===== src/rtl/dp_pkg.sv =====
// ---------------------------------------------------------------------------
// dp_pkg
// Shared definitions for the data-processing issue path. It holds the
// controller state encoding, the ALU op-unit index constants, the packed
// N/Z/C flag type and the default op-unit count.
// ---------------------------------------------------------------------------
package dp_pkg;

    // Default number of op units. The op-unit index is 4 bits wide.
    localparam int DP_NUM_OPS = 16;

    // Controller sequencing states
    typedef enum logic [2:0] {
        ST_IDLE  = 3'd0,
        ST_READ  = 3'd1,
        ST_ISSUE = 3'd2,
        ST_WAIT  = 3'd3,
        ST_WB    = 3'd4
    } state_e;

    // Op-unit indices, in classic data-processing opcode order
    localparam logic [3:0] OP_AND = 4'h0;
    localparam logic [3:0] OP_EOR = 4'h1;
    localparam logic [3:0] OP_SUB = 4'h2;
    localparam logic [3:0] OP_RSB = 4'h3;
    localparam logic [3:0] OP_ADD = 4'h4;
    localparam logic [3:0] OP_ADC = 4'h5;
    localparam logic [3:0] OP_SBC = 4'h6;
    localparam logic [3:0] OP_RSC = 4'h7;
    localparam logic [3:0] OP_TST = 4'h8;
    localparam logic [3:0] OP_TEQ = 4'h9;
    localparam logic [3:0] OP_CMP = 4'hA;
    localparam logic [3:0] OP_CMN = 4'hB;
    localparam logic [3:0] OP_OR  = 4'hC;
    localparam logic [3:0] OP_MOV = 4'hD;
    localparam logic [3:0] OP_BIC = 4'hE;
    localparam logic [3:0] OP_MVN = 4'hF;

    // Condition flags as committed by writeback
    typedef struct packed {
        logic n;
        logic z;
        logic c;
    } flags_t;

endpackage


===== src/rtl/dp_flag_reg.sv =====
// ---------------------------------------------------------------------------
// dp_flag_reg
// N/Z/C condition-flag register with write enable. It is shared by the issue
// controller and the status/branch logic, so it lives in its own module.
//
// Ports:
//   clk_i    - clock, rising edge
//   rst_ni   - asynchronous active-low reset, clears all flags
//   we_i     - load flags_i on the next rising edge
//   flags_i  - new flag values
//   flags_o  - committed flag values
// ---------------------------------------------------------------------------
module dp_flag_reg
    import dp_pkg::*;
(
    input  logic   clk_i,
    input  logic   rst_ni,
    input  logic   we_i,
    input  flags_t flags_i,
    output flags_t flags_o
);

    flags_t flags_d;
    flags_t flags_q;

    // Hold the flags unless a commit is requested
    always_comb begin
        flags_d = flags_q;
        if (we_i) begin
            flags_d = flags_i;
        end
    end

    // Flag storage, cleared asynchronously so an aborted operation never
    // leaves stale flags behind
    always_ff @(posedge clk_i or negedge rst_ni) begin
        if (!rst_ni) begin
            flags_q <= '0;
        end else begin
            flags_q <= flags_d;
        end
    end

    assign flags_o = flags_q;

endmodule


===== src/rtl/dp_issue_ctrl.sv =====
// ---------------------------------------------------------------------------
// dp_issue_ctrl
// Single-issue controller that sequences one data-processing instruction at
// a time. It accepts a decoded instruction and reads Rn/Rm from a synchronous
// register file. It then pulses the enable of one op unit and waits for its
// done, with a timeout. Finally it writes Rd back and optionally commits
// N/Z/C.
//
// Ports:
//   clk_i, rst_ni              - clock and asynchronous active-low reset
//   in_*                       - decoded instruction, valid/ready handshake
//   rf_raddr_*_o, rf_rdata_*_i - register-file read ports (1-cycle latency)
//   op_en_o                    - one-hot op-unit enable pulse
//   op_rn/rm/imm*/s/stype_o    - operands presented to the op units
//   op_*_in_o                  - committed flags fed to the op units
//   op_done_i, op_rd_i, op_*_i - result and flags from the selected unit
//   rf_we/waddr/wdata_o        - register-file write port
//   flag_n/z/c_o               - committed flags
//   busy_o                     - controller not idle
//   err_illegal_o              - pulse: opcode has no op unit
//   err_timeout_o              - pulse: op unit did not finish in time
// ---------------------------------------------------------------------------
module dp_issue_ctrl
    import dp_pkg::*;
#(
    parameter int NUM_OPS = DP_NUM_OPS,
    parameter int TIMEOUT = 32
) (
    input  logic               clk_i,
    input  logic               rst_ni,
    input  logic               in_valid_i,
    output logic               in_ready_o,
    input  logic [3:0]         in_opcode_i,
    input  logic [3:0]         in_rd_i,
    input  logic [3:0]         in_rn_i,
    input  logic [3:0]         in_rm_i,
    input  logic               in_imm_i,
    input  logic               in_s_i,
    input  logic [11:0]        in_imm_operand_i,
    input  logic [4:0]         in_imm_shift_i,
    input  logic [1:0]         in_stype_i,
    output logic [3:0]         rf_raddr_a_o,
    output logic [3:0]         rf_raddr_b_o,
    input  logic [31:0]        rf_rdata_a_i,
    input  logic [31:0]        rf_rdata_b_i,
    output logic [NUM_OPS-1:0] op_en_o,
    output logic [31:0]        op_rn_o,
    output logic [31:0]        op_rm_o,
    output logic               op_imm_o,
    output logic               op_s_o,
    output logic [11:0]        op_imm_operand_o,
    output logic [4:0]         op_imm_shift_o,
    output logic [1:0]         op_stype_o,
    output logic               op_carry_in_o,
    output logic               op_zero_in_o,
    output logic               op_neg_in_o,
    input  logic               op_done_i,
    input  logic [31:0]        op_rd_i,
    input  logic               op_carry_i,
    input  logic               op_zero_i,
    input  logic               op_neg_i,
    output logic               rf_we_o,
    output logic [3:0]         rf_waddr_o,
    output logic [31:0]        rf_wdata_o,
    output logic               flag_n_o,
    output logic               flag_z_o,
    output logic               flag_c_o,
    output logic               busy_o,
    output logic               err_illegal_o,
    output logic               err_timeout_o
);

    localparam int CNT_W = (TIMEOUT > 2) ? $clog2(TIMEOUT) : 1;
    localparam logic [CNT_W-1:0] CNT_LAST = CNT_W'(TIMEOUT - 1);

    state_e             state_q;
    logic [3:0]         opcode_q;
    logic [3:0]         rd_q;
    logic               immSel_q;
    logic               setFlags_q;
    logic [11:0]        immOperand_q;
    logic [4:0]         immShift_q;
    logic [1:0]         stype_q;
    logic [3:0]         raddrA_q;
    logic [3:0]         raddrB_q;
    logic [NUM_OPS-1:0] opEn_q;
    logic [31:0]        opRn_q;
    logic [31:0]        opRm_q;
    logic               opImm_q;
    logic               opS_q;
    logic [11:0]        opImmOperand_q;
    logic [4:0]         opImmShift_q;
    logic [1:0]         opStype_q;
    logic [CNT_W-1:0]   waitCnt_q;
    flags_t             capFlags_q;
    logic               rfWe_q;
    logic [3:0]         rfWaddr_q;
    logic [31:0]        rfWdata_q;
    logic               errIllegal_q;
    logic               errTimeout_q;

    logic               flagWe;
    flags_t             flagsCommitted;

    // Sequencing FSM with all control and data outputs registered. The
    // pulse outputs default low each cycle and are raised only by the
    // transition that owns them.
    always_ff @(posedge clk_i or negedge rst_ni) begin
        if (!rst_ni) begin
            state_q        <= ST_IDLE;
            opcode_q       <= '0;
            rd_q           <= '0;
            immSel_q       <= 1'b0;
            setFlags_q     <= 1'b0;
            immOperand_q   <= '0;
            immShift_q     <= '0;
            stype_q        <= '0;
            raddrA_q       <= '0;
            raddrB_q       <= '0;
            opEn_q         <= '0;
            opRn_q         <= '0;
            opRm_q         <= '0;
            opImm_q        <= 1'b0;
            opS_q          <= 1'b0;
            opImmOperand_q <= '0;
            opImmShift_q   <= '0;
            opStype_q      <= '0;
            waitCnt_q      <= '0;
            capFlags_q     <= '0;
            rfWe_q         <= 1'b0;
            rfWaddr_q      <= '0;
            rfWdata_q      <= '0;
            errIllegal_q   <= 1'b0;
            errTimeout_q   <= 1'b0;
        end else begin
            opEn_q       <= '0;
            rfWe_q       <= 1'b0;
            errIllegal_q <= 1'b0;
            errTimeout_q <= 1'b0;
            case (state_q)
                ST_IDLE: begin
                    if (in_valid_i) begin
                        opcode_q     <= in_opcode_i;
                        rd_q         <= in_rd_i;
                        immSel_q     <= in_imm_i;
                        setFlags_q   <= in_s_i;
                        immOperand_q <= in_imm_operand_i;
                        immShift_q   <= in_imm_shift_i;
                        stype_q      <= in_stype_i;
                        raddrA_q     <= in_rn_i;
                        raddrB_q     <= in_rm_i;
                        // Opcodes with no op unit are rejected here and never leave IDLE
                        if (int'(in_opcode_i) >= NUM_OPS) begin
                            errIllegal_q <= 1'b1;
                        end else begin
                            state_q <= ST_READ;
                        end
                    end
                end
                ST_READ: begin
                    // Raise the enable so it is high exactly during ISSUE
                    opEn_q         <= NUM_OPS'(1) << opcode_q;
                    opImm_q        <= immSel_q;
                    opS_q          <= setFlags_q;
                    opImmOperand_q <= immOperand_q;
                    opImmShift_q   <= immShift_q;
                    opStype_q      <= stype_q;
                    state_q        <= ST_ISSUE;
                end
                ST_ISSUE: begin
                    opRn_q    <= rf_rdata_a_i;
                    opRm_q    <= rf_rdata_b_i;
                    waitCnt_q <= '0;
                    state_q   <= ST_WAIT;
                end
                ST_WAIT: begin
                    // Done takes priority over a timeout that lands on the same cycle
                    if (op_done_i) begin
                        capFlags_q <= '{n: op_neg_i, z: op_zero_i, c: op_carry_i};
                        rfWe_q     <= 1'b1;
                        rfWaddr_q  <= rd_q;
                        rfWdata_q  <= op_rd_i;
                        state_q    <= ST_WB;
                    end else if (waitCnt_q == CNT_LAST) begin
                        errTimeout_q <= 1'b1;
                        state_q      <= ST_IDLE;
                    end else begin
                        waitCnt_q <= waitCnt_q + CNT_W'(1);
                    end
                end
                ST_WB: begin
                    state_q <= ST_IDLE;
                end
                default: begin
                    state_q <= ST_IDLE;
                end
            endcase
        end
    end

    // Flags are committed at the end of the writeback cycle only when the
    // instruction asked for it
    assign flagWe = (state_q == ST_WB) && setFlags_q;

    dp_flag_reg u_flag_reg (
        .clk_i   (clk_i),
        .rst_ni  (rst_ni),
        .we_i    (flagWe),
        .flags_i (capFlags_q),
        .flags_o (flagsCommitted)
    );

    // During ISSUE the register-file data is only just arriving, so it is
    // passed straight through alongside the enable pulse. After that the
    // captured copy holds it until the next ISSUE.
    assign op_rn_o = (state_q == ST_ISSUE) ? rf_rdata_a_i : opRn_q;
    assign op_rm_o = (state_q == ST_ISSUE) ? rf_rdata_b_i : opRm_q;

    assign in_ready_o       = (state_q == ST_IDLE);
    assign busy_o           = (state_q != ST_IDLE);
    assign rf_raddr_a_o     = raddrA_q;
    assign rf_raddr_b_o     = raddrB_q;
    assign op_en_o          = opEn_q;
    assign op_imm_o         = opImm_q;
    assign op_s_o           = opS_q;
    assign op_imm_operand_o = opImmOperand_q;
    assign op_imm_shift_o   = opImmShift_q;
    assign op_stype_o       = opStype_q;
    assign op_carry_in_o    = flagsCommitted.c;
    assign op_zero_in_o     = flagsCommitted.z;
    assign op_neg_in_o      = flagsCommitted.n;
    assign rf_we_o          = rfWe_q;
    assign rf_waddr_o       = rfWaddr_q;
    assign rf_wdata_o       = rfWdata_q;
    assign flag_n_o         = flagsCommitted.n;
    assign flag_z_o         = flagsCommitted.z;
    assign flag_c_o         = flagsCommitted.c;
    assign err_illegal_o    = errIllegal_q;
    assign err_timeout_o    = errTimeout_q;

endmodule


===== config.mk =====
export PLATFORM = sky130hd
export DESIGN_NAME = dp_issue_ctrl
export DESIGN_NICKNAME = d
export VERILOG_FILES = /design/src/rtl/dp_pkg.sv /design/src/rtl/dp_flag_reg.sv /design/src/rtl/dp_issue_ctrl.sv
export SDC_FILE = /design/constraint.sdc
export NUM_CORES = 1
export LEC_CHECK = 0
export CORE_MARGIN = 2
export CORE_UTILIZATION = 47
export CTS_CLUSTER_DIAMETER = 30
export DETAILED_ROUTE_END_ITERATION = 10
export PLACE_DENSITY = 0.85
export SLEW_MARGIN = 20
export SYNTH_ARGS = -nofsm -noshare
export SYNTH_HDL_FRONTEND = slang
export SYNTH_SLANG_ARGS = --single-unit

===== constraint.sdc =====
create_clock -name clk_i -period 3.7 [get_ports clk_i]
set_clock_uncertainty 0.15 [all_clocks]
set_input_delay 0.555 -clock clk_i [delete_from_list [all_inputs] [get_ports clk_i]]
set_output_delay 0.555 -clock clk_i [all_outputs]
set_load 0.02 [all_outputs]

==> metrics.yaml, run 1 <==
setup_path:
  path_cells: "nand2b_4, nor2_8, buf_12, mux2_4, clkdlybuf4s50_1"
  crit_path_max_fanout: 25
  reg2reg_depth: 4
  slowest_delay_ns: 0.57
  r2r_slack_ns: 1.43
  crit_type: "flip-flop to primary output"
  r2r_end: "immOperand_q[11]"
  crit_slowest_cell: "clkdlybuf4s50_1"
  crit_buf_inv: 2
  worstPathArrival_ns: 2.86
  end_kind: "primary output"
  critical_path_required_ns: 2.99
  r2r-start: "state_q[0]"
  path_delay_family: "buffers and inverters"
  crit_path_start_kind: "flip-flop"
yosys:
  yosysSeqAreaShare_pct: 61.69
  synth_xor_area_share_pct: 0
  synth_ff_type: "dfrtp_1"
  syn_nets: 592
  synthMuxAreaShare_pct: 28.34
  synth_commonest_cells: "dfrtp_1, mux2_4, mux2_2, nor2_1, buf_12"
  synth_warnings: 0
  synth-edff-count: 0
  ys_ff_latch: 190
  synth.distinct_cells: 38
  synth_compound_area_share_pct: 0.9903
  synth_top_family_by_area: "multiplexers"
  synthArstFlopShare_pct: 100.0
  synth_fa_ha_area_share_pct: 0.3247
  syn_area_per_cell_um2: 17.13
  synth_top_area_share_pct: 61.69
  syn_area_um2: 7707
  synth_area_leaders: "dfrtp_1, mux2_4, mux2_2, buf_12, mux2_1"
  synth_cells: 450
  synth-simple-area-share_pct: 4.253
  synth_top_area_cell: "dfrtp_1"
  synth.most_common_cell: "dfrtp_1"
drt:
  wl_per_cell_um: 20.52
  drtPass1Iterations: 4
  first_iter_violations: 221
  via_per_inst: 4.985
  dr_total_vias: 4880
  ant_nets: 0
  drcViolationCount: 0
  wl_um: 20090
final_layout:
  layout.area.seq_um2: 4755
  multi_input_comb_area_um2: 2618
  utilization_pct: 71.04
  syn_to_final_growth_pct: 46.95
  drive_gt1_share_pct: 26.84
  fillCellCount: 1004
  nNetsFinal: 889
timing:
  final-hold-violation-count: 0
  setup_viol: 0
  period_share_pct: 96.47
  worstMarginPinSlew_ns: 0.7860
  min_period_ns: 3.569
  rsz0062_at_grt: "no"
  setup_ws_ns: 0.1306
  fmax_mhz: 280.2
  final.setup.tns_ns: 0
  slew_violations: 0
  slew_headroom_pct: 47.60
floorplanning:
  dieArea_um2: 17440
  die_h_um: 132.1
  die_w_um: 132.1
  core_area_um2: 15940
  start_util_pct: 48.34
  ios: 296
  placementRows: 46
global_routing:
  grt.total_usage_pct: 23.38
  antenna_found_initial: 4
  grt_max_degree: 99
  grt_overflow: 0
  grt_pass1_vias: 5369
  grt_pass1_wl_um: 31040
cts:
  cts.clk_slew.worst_paths_ns: 0.07
  postCtsSetupRepairBufs: 0
  cts_num_sinks: 190
  cts_max_path_buffers: 2
  h-tree-depth: 4
  cts_hold_buf: 0
  root_buffer: "clkbuf_16"
  cts_made_buffers: 17
  cts_resized: 0
  clock_latency_ns: 0.42
  tritoncts: "yes"
placement:
  port_buffers: 294
  post-place-ws_ns: 0.5888
  hpwlAfterDp_um: 14820
  globalplace.congestion: 0.8930
power_and_ir_drop:
  comb_power_share_pct: 51.2
  max-vdd-ir-drop_uv: 523.7
  p_int_uw: 7218
  power.density_nw_per_um2: 992.3
  p_leak_uw: 0.004929
  clock_power_share_pct: 17.0
  p_seq_share_pct: 31.8
  p_sw_share_pct: 35.78
  power.total_uw: 11240
  p_switching_uw: 4021
worst_hold_path:
  hp-class: "input port to asynchronous set/reset pin"
job:
  maxCapViolations: 0
outcome:
  status: "finished, final reports clean"
state kept, by name, summed over array words and instances (netlist names), 2 cells and up:
signal	count
stype_q	2
op_en_o	16
u_flag_reg.flags_o	3
rf_raddr_b_o	4
opcode_q	4
opRn_q	32
rd_q	4
rf_waddr_o	4
op_imm_operand_o	12
rf_wdata_o	32
state_q	3
immShift_q	5
op_stype_o	2
op_imm_shift_o	5
rf_raddr_a_o	4
capFlags_q	3
opRm_q	32
waitCnt_q	5
immOperand_q	12
stage by stage:
step / instances / instance area (um2) / hold slack, ns
after floorplan: 450 / 7707 / 0.1094
after global placement: 944 / 10690 / 0.3215
after detailed placement: 944 / 10690 / 0.3286
after CTS: 976 / 11320 / 0.07569
after global routing: 979 / 11330 / 0.09820
final: 979 / 11330 / 0.04421
how the worst max path moves through the flow:
stage / cells after the start / from / end
6_report: 5 / state_q[2] / op_rm_o[20]
5_1_grt: 5 / state_q[1] / op_rn_o[23]
4_1_cts: 5 / state_q[2] / op_rm_o[20]
3_5_place_dp: 5 / state_q[2] / op_rm_o[20]
3_3_place_gp: 5 / state_q[2] / op_rn_o[5]
2_1_floorplan: 5 / state_q[2] / op_rm_o[10]
worst reg2reg max path, delay by kind of cell, from the launching register on:
| kind | cells | cell delay [ns] |
|---|---|---|
| buf+inv | 1 | 0.23 |
| flops | 1 | 0.45 |
| mux | 1 | 0.43 |
| simple gates | 2 | 0.90 |
metal layers:
metal | GRT usage, % | share of wire, %
met2 | 38.34 | 49
met5 | 0 | 0.050
met4 | 10.02 | 3.6
met3 | 8.228 | 7.7
met1 | 28.06 | 40
power by group through the flow:
| stage | clock network, uW | logic [uW] | registers (uW) |
|---|---|---|---|
| 2_1_floorplan | 0 | 3160 | 3920 |
| 3_3_place_gp | 0 | 5600 | 3530 |
| 3_5_place_dp | 0 | 5760 | 3580 |
| 4_1_cts | 1950 | 5800 | 3580 |
| 5_1_grt | 2050 | 6020 | 3680 |
| 6_report | 1910 | 5760 | 3580 |
cells by family (layout without fill, tap and decap cells):
logic type                 Yosys count  in the layout
and+or+nand+nor                     55             55
buffers and inverters               28            338
muxes                              164            164
other                                1              4
adders and majority gates            2              2
DFF                                190            190
AOI/OAI and AO/OA                   10             10
layout make-up:
class	instances	share of cell area, %
sequential	190	41.98
multi-input combinational	232	23.11
timing repair buffer	302	26.77
inverter	4	0.1547
clock inverter	15	1.779
tap	216	2.386
clock buffer	17	3.756
antenna	3	0.06628
placed cells by master (no fill, tap or decap), types with 2 or more instances in the layout:
cell type | netlist | routed
clkdlybuf4s50_1 | 0 | 293
mux2_1 | 10 | 10
nand2b_1 | 3 | 3
inv_6 | 0 | 3
bufinv_16 | 0 | 2
nand3_1 | 6 | 6
nor3_1 | 7 | 7
inv_1 | 3 | 3
dfrtp_1 | 190 | 190
nand2_1 | 10 | 10
mux2_4 | 90 | 90
mux2_2 | 64 | 64
inv_8 | 0 | 3
clkinvlp_4 | 0 | 2
clkinv_4 | 0 | 2
ha_1 | 2 | 2
a211o_1 | 2 | 2
clkbuf_16 | 0 | 17
nand3b_1 | 3 | 3
diode_2 | 0 | 3
nor2_1 | 15 | 15
clkinv_8 | 0 | 3
buf_12 | 11 | 2
buf_4 | 9 | 6
(Power assumes the default switching activity.)
==> inputs of run 2 (changes only) <==
- CORE_UTILIZATION: 47 -> 55
- DONT_BUFFER_PORTS: unset -> 1
- PLACE_DENSITY: 0.85 -> 0.7
==> run 2 against run 1 <==
  * The flow now finishes with violations (negative hold slack)
  * Register-to-register slack got worse by 0.31 ns
  * Worst setup slack better by 0.61 ns
  * Power decreased by 20%
  * Wire length is 29% lower
  * First-iteration DRC count decreased by 17%
  * Fmax rose by 20%
  * Utilization shrank 12 points
  * Sequential power is 16% higher
==> metrics.yaml, run 2 (synthesized netlist as in run 1, its figures left out) <==
timing:
  setup_viol: 0  # unchanged
  final-hold-violation-count: 190  # was 0
  slew_headroom_pct: 51.92  # was 47.60%
  final.setup.tns_ns: 0  # unchanged
  holdWs_ns: -0.3201  # was 0.04421 ns
  slew_violations: 0  # unchanged
  rsz0062_at_grt: "no"  # unchanged
  min_period_ns: 2.963  # was 3.569 ns
  fmax_mhz: 337.5  # was 280.2 MHz
  worstMarginPinSlew_ns: 0.7212  # was 0.7860 ns
  period_share_pct: 80.08  # was 96.47%
setup_path:
  critical_path_required_ns: 2.99  # about the same
  end_kind: "primary output"  # unchanged
  crit_buf_inv: 1  # was 2
  reg2reg_depth: 3  # was 4
  slowest_delay_ns: 0.65  # was 0.57 ns
  path_cells: "nor2_8, buf_12, mux2_2"  # was nand2b_4, nor2_8, buf_12, mux2_4, clkdlybuf4s50_1
  path_delay_family: "flip-flops"  # was buffers and inverters
  crit_path_start_kind: "flip-flop"  # unchanged
  crit_slowest_cell: "dfrtp_1"  # was clkdlybuf4s50_1
  crit_path_max_fanout: 42  # was 25
  cp.depth: 3  # was 5
  worstPathArrival_ns: 2.26  # was 2.86 ns
  crit_type: "flip-flop to primary output"  # unchanged
drt:
  via_per_inst: 5.506  # was 4.985
  dr_total_vias: 3524  # was 4880
  drtPass1Iterations: 4  # unchanged
  ant_nets: 0  # unchanged
  drcViolationCount: 0  # unchanged
  wl_per_cell_um: 22.27  # was 20.52 um
  first_iter_violations: 184  # was 221
  wl_um: 14250  # was 20090 um
cts:
  cts_made_buffers: 17  # unchanged
  clock_latency_ns: 0.41  # was 0.42 ns
  tritoncts: "yes"  # unchanged
  cts_max_path_buffers: 2  # unchanged
  cts_resized: 0  # unchanged
  h-tree-depth: 4  # unchanged
  root_buffer: "clkbuf_16"  # unchanged
  postCtsSetupRepairBufs: 0  # unchanged
  cts_num_sinks: 190  # unchanged
  cts.clk_slew.worst_paths_ns: 0.07  # about the same
floorplanning:
  placementRows: 43  # was 46
  die_h_um: 122.4  # was 132.1 um
  core_area_um2: 13770  # was 15940 um2
  dieArea_um2: 14980  # was 17440 um2
  die_w_um: 122.4  # was 132.1 um
  start_util_pct: 55.96  # was 48.34%
  ios: 296  # unchanged
final_layout:
  fillCellCount: 1074  # was 1004
  nNetsFinal: 590  # was 889
  drive_gt1_share_pct: 42.39  # was 26.84%
  layout.area.seq_um2: 4755  # unchanged
  layout_commonest_cell: "dfrtp_1"  # was clkdlybuf4s50_1
  multi_input_comb_area_um2: 2618  # unchanged
  insertedDiodeCount: 0  # was 3
  mostFrequentLayoutCells: "dfrtp_1, mux2_4, mux2_2, clkbuf_16, nor2_1"  # was clkdlybuf4s50_1, dfrtp_1, mux2_4, mux2_2, clkbuf_16
  syn_to_final_growth_pct: 6.071  # was 46.95%
power_and_ir_drop:
  power.density_nw_per_um2: 1093  # was 992.3 nW/um2
  p_leak_uw: 0.003717  # was 0.004929 uW
  max-vdd-ir-drop_uv: 434.9  # was 523.7 uV
global_routing:
  grt_pass1_vias: 3530  # was 5369
  grt_max_degree: 191  # was 99
  grt_overflow: 0  # unchanged
  grt_pass1_wl_um: 20450  # was 31040 um
  grt.total_usage_pct: 18.49  # was 23.38%
  antenna_found_initial: 0  # was 4
worst_hold_path:
  hp-class: "input port to asynchronous set/reset pin"  # unchanged
outcome:
  violations: "negative hold slack"
  status: "finished with violations"  # was finished, final reports clean
job:
  maxCapViolations: 0  # unchanged
placement:
  globalplace.congestion: 0.7666  # was 0.8930
  port_buffers: 0  # was 294
  hpwlAfterDp_um: 10220  # was 14820 um
run 2: changes by cell type in the layout (fill, tap and decap cells not counted), moves of 2 or more:
cell	previous run	this run
clkinv_4	2	0
clkbuf_1	0	2
diode_2	3	0
inv_8	3	0
clkinv_8	3	0
buf_4	6	2
clkdlybuf4s50_1	293	0
bufinv_16	2	0
clkinv_2	0	5
run 2: report_power, final:
part           total [uW]  internal, uW  switching [uW]
Clock                1630           890             736
Combinational        3170          1570            1600
Sequential           4140          3050            1090
Total                8940          5510            3430
run 2: layout make-up:
type                            instances  share of cell area (%)
Clock buffer                           21                   5.632
Sequential cell                       190                   58.16
Inverter                                4                  0.2143
Clock inverter                         10                  0.7958
Multi-Input combinational cell        232                   32.02
Tap cell                              180                   2.755
Timing Repair Buffer                    3                  0.4285
run 2: routing by layer:
metal / global-route usage [%] / routed length (um) / vias up
met5: 0 / 0 / -
met4: 7.399 / 216 / 0
met1: 21.63 / 5581 / 1778
met2: 30.52 / 7275 / 171
met3: 7.388 / 1177 / 18
li1: - / - / 1557
run 2: path summary, 6_finish.rpt:
check,startpoint,end,slack (ns)
setup / recovery,state_q[0],op_rm_o[0],0.74
hold / removal,rst_ni,rf_we_o,-0.32
setup reg to reg,state_q[0],setFlags_q,1.12
hold reg to reg,immOperand_q[11],immOperand_q[11],0.35
max in group asynchronous,rst_ni,opRm_q[25],3.54
min in group clk_i,op_done_i,err_timeout_o,0.06
run 2: through the flow:
| stage | util [%] | setup slack, ns | instance area, um2 | std cells | power (uW) |
|---|---|---|---|---|---|
| 4_1_cts | 59.36 | 0.7126 | 8175 | 640 | 9036 |
| 3_5_place_dp | 55.54 | 1.107 | 7650 | 609 | 7393 |
| 5_1_grt | 59.36 | 0.6369 | 8175 | 640 | 9374 |
| 6_report | 59.36 | 0.7372 | 8175 | 640 | 8936 |
| 2_1_floorplan | - | 1.473 | 7707 | 450 | 7082 |
| 3_3_place_gp | 55.54 | 1.186 | 7650 | 609 | 7272 |
